`config.mk`:
```
export PLATFORM = sky130hd
export DESIGN_NAME = temp_logger_flat
export DESIGN_NICKNAME = d
export VERILOG_FILES = /design/src/rtl/temp_logger_pkg.sv /design/src/rtl/temp_logger_if.sv /design/src/rtl/temp_log_mem.sv /design/src/rtl/temp_logger.sv /design/src/flat_wrapper.sv
export SDC_FILE = /design/constraint.sdc
export NUM_CORES = 1
export LEC_CHECK = 0
export ABC_AREA = 1
export CORE_ASPECT_RATIO = 0.7
export CORE_MARGIN = 4
export CORE_UTILIZATION = 57
export DETAILED_ROUTE_END_ITERATION = 8
export DONT_BUFFER_PORTS = 1
export GPL_TIMING_DRIVEN = 0
export PLACE_DENSITY_LB_ADDON = 0.1
export REMOVE_ABC_BUFFERS = 1
export SYNTH_ARGS = -nofsm -noshare
export SYNTH_HDL_FRONTEND = slang
export SYNTH_HIERARCHICAL = 1
export SYNTH_SLANG_ARGS = --single-unit
```
`constraint.sdc`:
```
create_clock -name clk -period 2.4 [get_ports clk]
set_input_delay 0.72 -clock clk [delete_from_list [all_inputs] [get_ports clk]]
set_output_delay 0.72 -clock clk [all_outputs]
set_load 0.005 [all_outputs]
```
`src/rtl/temp_logger_pkg.sv`:
```
// temp_logger_pkg
// Shared parameters for the temperature logger: timestamp field widths,
// the packed log entry layout, the default log depth and the reset values
// of the min/max trackers.
// Ports: none (package).
package temp_logger_pkg;

  localparam int SEC_W   = 6;
  localparam int MIN_W   = 6;
  localparam int HOUR_W  = 5;
  localparam int DAY_W   = 5;
  localparam int MON_W   = 4;
  localparam int STAMP_W = MON_W + DAY_W + HOUR_W + MIN_W + SEC_W;
  localparam int TEMP_W  = 8;
  localparam int ENTRY_W = TEMP_W + STAMP_W;

  localparam int DEPTH_DEFAULT = 16;

  // t_min starts at the top of the range and t_max at the bottom so the
  // first accepted sample always replaces both.
  localparam logic [TEMP_W-1:0] TMIN_RESET = 8'hFF;
  localparam logic [TEMP_W-1:0] TMAX_RESET = 8'h00;

  typedef struct packed {
    logic [TEMP_W-1:0]  temp;
    logic [STAMP_W-1:0] stamp;
  } log_entry_t;

  // Stamp layout, most significant field first: {months,days,hours,minutes,seconds}
  function automatic logic [STAMP_W-1:0] pack_stamp(
    input logic [MON_W-1:0]  mo,
    input logic [DAY_W-1:0]  dy,
    input logic [HOUR_W-1:0] hr,
    input logic [MIN_W-1:0]  mi,
    input logic [SEC_W-1:0]  se
  );
    return {mo, dy, hr, mi, se};
  endfunction

endpackage

```
`src/rtl/temp_logger_if.sv`:
```
// temp_logger_if
// Groups the UART receive strobe and the log read handshake.
//   rx_data/rx_valid/rx_parity_err : byte from the UART receiver
//   rd_req                         : pop request
//   rd_data/rd_stamp/rd_valid      : popped entry, qualified by rd_valid
// master = environment side, slave = logger side.
interface temp_logger_if;
  import temp_logger_pkg::*;

  logic [TEMP_W-1:0]  rx_data;
  logic               rx_valid;
  logic               rx_parity_err;
  logic               rd_req;
  logic [TEMP_W-1:0]  rd_data;
  logic [STAMP_W-1:0] rd_stamp;
  logic               rd_valid;

  modport master (
    output rx_data, rx_valid, rx_parity_err, rd_req,
    input  rd_data, rd_stamp, rd_valid
  );

  modport slave (
    input  rx_data, rx_valid, rx_parity_err, rd_req,
    output rd_data, rd_stamp, rd_valid
  );
endinterface

```
`src/rtl/temp_log_mem.sv`:
```
// temp_log_mem
// DEPTH x 34-bit log storage: one synchronous write port and one registered
// read port. The read register sees the array contents from before a
// same-cycle write, so popping and overwriting the same slot returns the
// old entry.
//   clk, reset      : clock, async active-low reset (read register only)
//   we/waddr/wdata  : write port
//   re/raddr/rdata  : registered read port, rdata holds between reads
module temp_log_mem
  import temp_logger_pkg::*;
#(
  parameter  int DEPTH = DEPTH_DEFAULT,
  localparam int AW    = $clog2(DEPTH)
) (
  input  logic          clk,
  input  logic          reset,
  input  logic          we,
  input  logic [AW-1:0] waddr,
  input  log_entry_t    wdata,
  input  logic          re,
  input  logic [AW-1:0] raddr,
  output log_entry_t    rdata
);

  log_entry_t mem [DEPTH];

  always_ff @(posedge clk) begin
    if (we) mem[waddr] <= wdata;
  end

  always_ff @(posedge clk or negedge reset) begin
    if (!reset)  rdata <= '0;
    else if (re) rdata <= mem[raddr];
  end

endmodule

```
`src/rtl/temp_logger.sv`:
```
// temp_logger
// Timestamped temperature log. Accepted UART bytes are stored with the
// current clock time in a ring buffer; parity-errored bytes are counted.
// Tracks min/max of accepted samples and a high-temperature alarm.
//   clk, reset                 : clock, async active-low reset
//   bus (slave)                : rx byte strobe and pop handshake
//   seconds..months            : current time, captured on accept
//   clear                      : synchronous clear of log and statistics
//   count/full/empty/overflow  : occupancy
//   err_count                  : saturating parity error count
//   t_min/t_max/hi_alarm       : sample statistics
module temp_logger
  import temp_logger_pkg::*;
#(
  parameter  int               DEPTH    = DEPTH_DEFAULT,
  parameter  logic [TEMP_W-1:0] HI_LIMIT = 8'd90,
  localparam int               AW       = $clog2(DEPTH)
) (
  input  logic               clk,
  input  logic               reset,
  temp_logger_if.slave       bus,
  input  logic [SEC_W-1:0]   seconds,
  input  logic [MIN_W-1:0]   minutes,
  input  logic [HOUR_W-1:0]  hours,
  input  logic [DAY_W-1:0]   days,
  input  logic [MON_W-1:0]   months,
  input  logic               clear,
  output logic [AW:0]        count,
  output logic               full,
  output logic               empty,
  output logic               overflow,
  output logic [7:0]         err_count,
  output logic [TEMP_W-1:0]  t_min,
  output logic [TEMP_W-1:0]  t_max,
  output logic               hi_alarm
);

  localparam logic [AW:0] FULL_COUNT = (AW+1)'(DEPTH);

  logic [AW-1:0] wr_ptr, rd_ptr;
  logic          accept, reject, pop, drop_oldest;
  logic          rd_valid_q;
  log_entry_t    wr_entry, rd_entry;

  assign full  = (count == FULL_COUNT);
  assign empty = (count == '0);

  // clear wins over everything that happens in the same cycle
  assign accept      = bus.rx_valid && !bus.rx_parity_err && !clear;
  assign reject      = bus.rx_valid &&  bus.rx_parity_err && !clear;
  assign pop         = bus.rd_req && !empty && !clear;
  // writing into a full log without a pop overwrites the oldest slot
  assign drop_oldest = accept && full && !pop;

  assign wr_entry = {bus.rx_data, pack_stamp(months, days, hours, minutes, seconds)};

  temp_log_mem #(.DEPTH(DEPTH)) u_mem (
    .clk   (clk),
    .reset (reset),
    .we    (accept),
    .waddr (wr_ptr),
    .wdata (wr_entry),
    .re    (pop),
    .raddr (rd_ptr),
    .rdata (rd_entry)
  );

  assign bus.rd_data  = rd_entry.temp;
  assign bus.rd_stamp = rd_entry.stamp;
  assign bus.rd_valid = rd_valid_q;

  // Ring pointers, occupancy and the sticky overflow flag. Pointers wrap
  // naturally because DEPTH is a power of two.
  always_ff @(posedge clk or negedge reset) begin
    if (!reset) begin
      wr_ptr     <= '0;
      rd_ptr     <= '0;
      count      <= '0;
      overflow   <= 1'b0;
      rd_valid_q <= 1'b0;
    end else if (clear) begin
      wr_ptr     <= '0;
      rd_ptr     <= '0;
      count      <= '0;
      overflow   <= 1'b0;
      rd_valid_q <= 1'b0;
    end else begin
      rd_valid_q <= pop;
      if (accept)              wr_ptr <= wr_ptr + 1'b1;
      if (pop || drop_oldest)  rd_ptr <= rd_ptr + 1'b1;
      if (accept && !pop && !full) count <= count + 1'b1;
      else if (pop && !accept)     count <= count - 1'b1;
      if (drop_oldest) overflow <= 1'b1;
    end
  end

  // Sample statistics: parity error counter, extremes and the alarm.
  always_ff @(posedge clk or negedge reset) begin
    if (!reset) begin
      err_count <= '0;
      t_min     <= TMIN_RESET;
      t_max     <= TMAX_RESET;
      hi_alarm  <= 1'b0;
    end else if (clear) begin
      err_count <= '0;
      t_min     <= TMIN_RESET;
      t_max     <= TMAX_RESET;
      hi_alarm  <= 1'b0;
    end else begin
      if (reject && err_count != 8'hFF) err_count <= err_count + 1'b1;
      if (accept) begin
        if (bus.rx_data < t_min) t_min <= bus.rx_data;
        if (bus.rx_data > t_max) t_max <= bus.rx_data;
        hi_alarm <= (bus.rx_data > HI_LIMIT);
      end
    end
  end

endmodule

```
`src/flat_wrapper.sv`:
```
// flat-port wrapper written by rule: the top's interface ports become plain ports
module temp_logger_flat import temp_logger_pkg::*;
#(
  parameter  int               DEPTH    = DEPTH_DEFAULT,
  parameter  logic [TEMP_W-1:0] HI_LIMIT = 8'd90,
  localparam int               AW       = $clog2(DEPTH)
)
  (clk, reset, seconds, minutes, hours, days, months, clear, count, full, empty, overflow, err_count, t_min, t_max, hi_alarm, bus_rx_data, bus_rx_valid, bus_rx_parity_err, bus_rd_req, bus_rd_data, bus_rd_stamp, bus_rd_valid);
  temp_logger_if bus_i ();
  input  logic clk;
  input  logic reset;
  input  logic [SEC_W-1:0] seconds;
  input  logic [MIN_W-1:0] minutes;
  input  logic [HOUR_W-1:0] hours;
  input  logic [DAY_W-1:0] days;
  input  logic [MON_W-1:0] months;
  input  logic clear;
  output logic [AW:0] count;
  output logic full;
  output logic empty;
  output logic overflow;
  output logic [7:0] err_count;
  output logic [TEMP_W-1:0] t_min;
  output logic [TEMP_W-1:0] t_max;
  output logic hi_alarm;
  input wire logic [$bits(bus_i.rx_data)-1:0] bus_rx_data;
  input wire logic [$bits(bus_i.rx_valid)-1:0] bus_rx_valid;
  input wire logic [$bits(bus_i.rx_parity_err)-1:0] bus_rx_parity_err;
  input wire logic [$bits(bus_i.rd_req)-1:0] bus_rd_req;
  output wire logic [$bits(bus_i.rd_data)-1:0] bus_rd_data;
  output wire logic [$bits(bus_i.rd_stamp)-1:0] bus_rd_stamp;
  output wire logic [$bits(bus_i.rd_valid)-1:0] bus_rd_valid;
  assign bus_i.rx_data = bus_rx_data;
  assign bus_i.rx_valid = bus_rx_valid;
  assign bus_i.rx_parity_err = bus_rx_parity_err;
  assign bus_i.rd_req = bus_rd_req;
  assign bus_rd_data = bus_i.rd_data;
  assign bus_rd_stamp = bus_i.rd_stamp;
  assign bus_rd_valid = bus_i.rd_valid;
  temp_logger #(.DEPTH(DEPTH), .HI_LIMIT(HI_LIMIT)) u_core (.clk(clk), .reset(reset), .bus(bus_i), .seconds(seconds), .minutes(minutes), .hours(hours), .days(days), .months(months), .clear(clear), .count(count), .full(full), .empty(empty), .overflow(overflow), .err_count(err_count), .t_min(t_min), .t_max(t_max), .hi_alarm(hi_alarm));
endmodule
```
# ---- Yosys cells after proc, flatten, opt, wreduce, memory -nomap -nowiden
# Memories as Yosys holds them, arrays and structs flattened. A register that Yosys moved wholly into a read port is not among the register bits.
# Cells that the tools add are included.
# Widths: inputs -> output; s select.
dict set report word_totals {
  ramBits 544
  out_inout_bits 68
  ff_bits 40
  inputBits 40
  rom_bits 0
  latch_bits 0
  memories 1
}
dict set report op_classes {
  bitwise_logic 0
  eq_ne 2
  add_sub_neg 5
  n_div 0
  magnitude_cmp 3
  n_mul 0
  n_reduce_logical 30
  shift 0
  n_mux 22
}
# name depth width read_ports rd_ports_with_merged_regs wr line
set mem_list {}
lappend mem_list {u_core.u_mem.mem 16 34 1 1 1 temp_log_mem.sv:25} ;# log_entry_t mem [DEPTH];
# cell n
set op_table {}
lappend op_table {{$mux 8} 8}
lappend op_table {{$mux 4} 4}
lappend op_table {{$mux 5} 3}
lappend op_table {{$logic_and 1x1->1} 12}
lappend op_table {{$reduce_bool 2->1} 6}
lappend op_table {{$add 4x1->4 const B} 2}
lappend op_table {{$add 8x1->8 const B} 1}
lappend op_table {{$gt 8x7->1 const B} 1}
lappend op_table {{$gt 8x8->1} 1}
lappend op_table {{$lt 8x8->1} 1}
lappend op_table {{$ne 8x8->1 const B} 1}
lappend op_table {{$logic_not 1->1} 7}
lappend op_table {{$mux 1} 7}
lappend op_table {{$add 5x1->5 const B} 1}
lappend op_table {{$eq 5x5->1 const B} 1}
lappend op_table {{$logic_not 5->1} 1}
lappend op_table {{$sub 5x1->5 const B} 1}
lappend op_table {{$reduce_and 2->1} 2}
lappend op_table {{$reduce_bool 3->1} 1}
lappend op_table {{$logic_or 1x1->1} 1}

# ---- Logic depth before layout (Yosys ltp)
dict set report depth {
  ltp_word 9
  depth_mapped 14
  ltp_nobuf 14
}

# ---- Cells and area by module
# The synthesis kept the hierarchy.
# module instances cells_each area_per_inst_um2 seq_area_each_um2
set by_module_without_submodules {}
lappend by_module_without_submodules {temp_log_mem 1 1954 23020.8 17186.5}
lappend by_module_without_submodules {temp_logger 1 312 2568.7 1011.0}

# ---- Least setup slack after synthesis
# Ideal clock, no wire load.
dict set report synth_path {
  path_type {input port to flip-flop}
  start {input bus_rx_parity_err}
  end {memory u_core/u_mem/mem[12][0] (netlist bit), enable pin}
  setup_slack_ns -0.641
  t_arrival_ns 2.615
  cell_stages 5
  n_path_buf 0
  cell_sequence {inv_1 nand2_4 nor2_8 nand3_1 nor2_1}
}
dict set report synth_between {
  elab_chain_len 5
}
# element line
set synth_rtl {}
lappend synth_rtl {{start: declaration} flat_wrapper.sv:28} ;# input wire logic [$bits(bus_i.rx_parity_err)-1:0] bus_rx_parity_err;
lappend synth_rtl {{$logic_not 1->1} temp_logger.sv:49} ;# assign accept = bus.rx_valid && !bus.rx_parity_err && !clear;
lappend synth_rtl {{$logic_and 1x1->1 (2 in a row)} temp_logger.sv:49}
lappend synth_rtl {{named net u_core.accept} temp_logger.sv:41} ;# logic accept, reject, pop, drop_oldest;
lappend synth_rtl {{$mux 1} temp_log_mem.sv:28} ;# if (we) mem[waddr] <= wdata;
lappend synth_rtl {{$mux 1 (implied by the code)} temp_log_mem.sv:28}
lappend synth_rtl {{end: declaration} temp_log_mem.sv:25}
# The timed path passes the listed nets, and every way through them passes these cells.

# ---- Final worst setup path
dict set report layout_path {
  start {register u_core.wr_ptr[2]}
  end {memory u_core/u_mem/mem[7][11] (netlist bit), enable pin}
}
# element line
set layout_lines {}
lappend layout_lines {{start: declaration} temp_logger.sv:40} ;# logic [AW-1:0] wr_ptr, rd_ptr;
lappend layout_lines {{start signal: assignment} temp_logger.sv:89} ;# if (accept) wr_ptr <= wr_ptr + 1'b1;
# Straight into the memory's write port.

==> results.toml <==
[timing]
maxSlewViolCount = 0
worst_pin_slew_ns = 1.014
finalSetupViolCount = 0
finalHoldViolCount = 0
skew_ns = 0.01905
finalCritPeriodShare = 0.9757
rsz0062_at_grt = "yes"
fin_ws_ns = 0.05827
fin_setup_tns_ns = 0
max_freq_mhz = 427.0
slew_headroom = 0.3225
final.min_clock_period_ns = 2.342

[placed_design]
place.gp.congestion = 0.7774
pre_cts_slack_ns = -1.111
port_buffers = 0
place_area_um2 = 26560
dp_hpwl_mm = 32.13

[layout]
final_area_um2 = 28750
drive_above_1_share = 0.09087
multi_input_area_um2 = 6689
diodes = 0
utilization = 0.6528
seq_area_um2 = 18210
final_nets = 2318
area_growth_pct = 12.36
fill_cells = 3330

[cts]
cts_tree = "built"
cts_buffer_depth = 3
cts.clk_slew.worst_paths_ns = 0.07
clkSinkCount = 618
cts_buffers = 57
htree_num_levels = 2
root_buffer = "clkbuf_16"
clock_latency_ns = 0.59

[pwr]
p_total_uw = 28760
p_per_area_nw_per_um2 = 1000
p_int_uw = 19560
pwr-share-clk = 0.303
switchingPower_uw = 9201
pwr-share-seq = 0.436
p_leak_uw = 0.01094
switching_share = 0.3199
vdd_drop_max_v = 0.0006370
comb_power_share = 0.261

[logic_synthesis]
synth_top_family_by_area = "simple AND/OR/NAND/NOR gates"
syn_area_um2 = 25590
synth.avg_cell_area_um2 = 11.29
ys_seq_elements = 618
yosys.area_share.simple = 0.2345
synth_xor_area_frac = 0.001027
synth-seq-area-share = 0.7111
synthAdderAreaFrac = 0.01154
synth_compound_area_frac = 0.008850
synth_cells = 2266
synth.area.mux_share = 0.0005867
ys_types = 39
synth_warnings = 6

[worst_setup_path]
r2r-start = "u_core/wr_ptr[2]"
critPathSlowestCell = "nor2_4"
critPathArrivalTime_ns = 2.61
path_max_fanout = 19
startpoint_type = "flop"
cp_slowest_stage_delay_ns = 0.70
crit_type = "reg2reg"
path_cells = "inv_1 > nor2_1 > nand2_1 > nor2_4 > buf_12"
endpoint_kind = "flop"
crit_buf_inv = 2
cp.required_ns = 2.67
cp_top_family = "simple AND/OR/NAND/NOR gates"
startpoint = "u_core/wr_ptr[2]"

[routing]
ant_nets = 0
wirelength_mm = 65.00
route.detailed.drc = 0
drtPass1Iterations = 5
wl_per_cell_um = 22.46
viasPerCell = 5.809
drt_iter0_markers = 1898
route.vias.total = 16810

[floorplanning]
dieArea_um2 = 48400
die_w_um = 261.2
die_h_um = 185.3
rows = 64
start_util = 0.5810
io_pins = 108
core_area_um2 = 44040

[global_route]
grt_overflow_total = 0
grt_pass1_wl_mm = 96.75
track_usage = 0.2652
antenna_found_initial = 0
first_global_vias = 15890
grt_start_max_net_pins = 75

[worst_hold_path]
hold_path.class = "in2async"

[run]
cap_violations = 0

[run_status]
status = "finished, final reports clean"
## sequential cells by signal (all words and copies together) (netlist names)
signal and cells:
u_core/rd_ptr 4, u_core/t_min 8, u_core/u_mem/mem 544, u_core/err_count 8
u_core/wr_ptr 4, u_core/hi_alarm 1, u_core/t_max 8, u_core/u_mem/rdata 34
u_core/overflow 1, u_core/count 5, u_core/bus.rd_valid 1
## layer usage
layer | track usage | up-vias | part of all wire
li1 | - | 7788 | -
met1 | 0.3959 | 8151 | 0.44
met2 | 0.4162 | 762 | 0.45
met3 | 0.04483 | 110 | 0.088
met4 | 0.06253 | 0 | 0.021
met5 | 0 | - | 0
## placed cells by master, fill, tap and decap left out, types with 19 or more instances in the layout
master,Yosys,routed
nor2_4,3,19
clkbuf_1,31,21
nand2_1,894,894
clkbuf_16,0,59
nand3_1,436,436
buf_16,0,20
inv_1,41,40
dfrtp_1,66,61
edfxtp_1,544,544
ha_1,22,22
## power by group through the flow
stage / Sequential, uW / Combinational (uW) / Clock, uW
detailed placement: 13000 / 6400 / 0
global placement: 13200 / 3580 / 0
CTS: 12600 / 7340 / 8800
global route: 12600 / 8370 / 9360
finish: 12500 / 7510 / 8720
floorplan: 13000 / 3520 / 0
## layout make-up
| class | instances | share of cell area |
|---|---|---|
| repair buffers | 47 | 0.03625 |
| repair inverters | 4 | 0.001218 |
| flip-flops and latches | 618 | 0.6334 |
| inverters | 54 | 0.008703 |
| multi-input cells | 1473 | 0.2326 |
| clock inverters | 15 | 0.004352 |
| well taps | 594 | 0.02585 |
| clock buffers | 89 | 0.05762 |
## kinds of logic after synthesis
kind of cell / Yosys count
flops: 618
xor+xnor: 3
fa+ha+maj: 23
compound gates: 40
mux: 1
buf+inv: 176
simple gates: 1405
## cells in the mapped netlist, drive strengths merged
cell type | n | area [um2]
nand2 | 908 | 3473
edfxtp | 544 | 16340
nand3 | 439 | 2212
buf | 91 | 508.0
dfrtp | 66 | 1652
inv | 52 | 197.7
nor2 | 39 | 195.2
clkbuf | 31 | 116.4
ha | 22 | 275.3
a21oi | 17 | 92.59
o21ai | 15 | 75.07
nand4 | 9 | 56.30
dfstp | 8 | 210.2
nor3 | 5 | 30.03
or2 | 4 | 25.02
a31oi | 3 | 18.77
a22o | 2 | 17.52
clkinv | 2 | 7.510
o21a | 2 | 15.01
xor2 | 2 | 17.52
a211oi | 1 | 7.510
fa | 1 | 20.02
mux2 | 1 | 15.01
nand3b | 1 | 7.510
xnor2 | 1 | 8.760
## stage by stage
stage,cells,hold slack [ns]
floorplan,2144,0.4244
finish,2894,0.03209
CTS,2885,0.04325
global placement,2738,0.4263
detailed placement,2767,0.4262
global route,2894,0.05765
## path summary, 6_finish.rpt
check / to / cells past startpoint / slack (ns)
worst max-delay path: u_core/u_mem/mem[7][11] / 5 / 0.06
worst min-delay path: u_core/err_count[5] / 1 / 0.03
worst max register to register: u_core/u_mem/mem[7][11] / 5 / 0.06
worst min register to register: u_core/t_min[3] / 2 / 0.49
max in group asynchronous: u_core/t_min[3] / 1 / 1.98
min in group clk: u_core/wr_ptr[0] / 1 / 0.20
## repair_timing
action | CTS | global route
hold buffers | 1 | 0
gates cloned | 9 | 3
resized for setup | 7 | 4
buffers inserted | 4 | 6
pin swaps | 0 | 2
endpoints found under the setup margin | 34 | 93
hold endpoints to repair | 74 | 0
(Power assumes the default switching activity.)
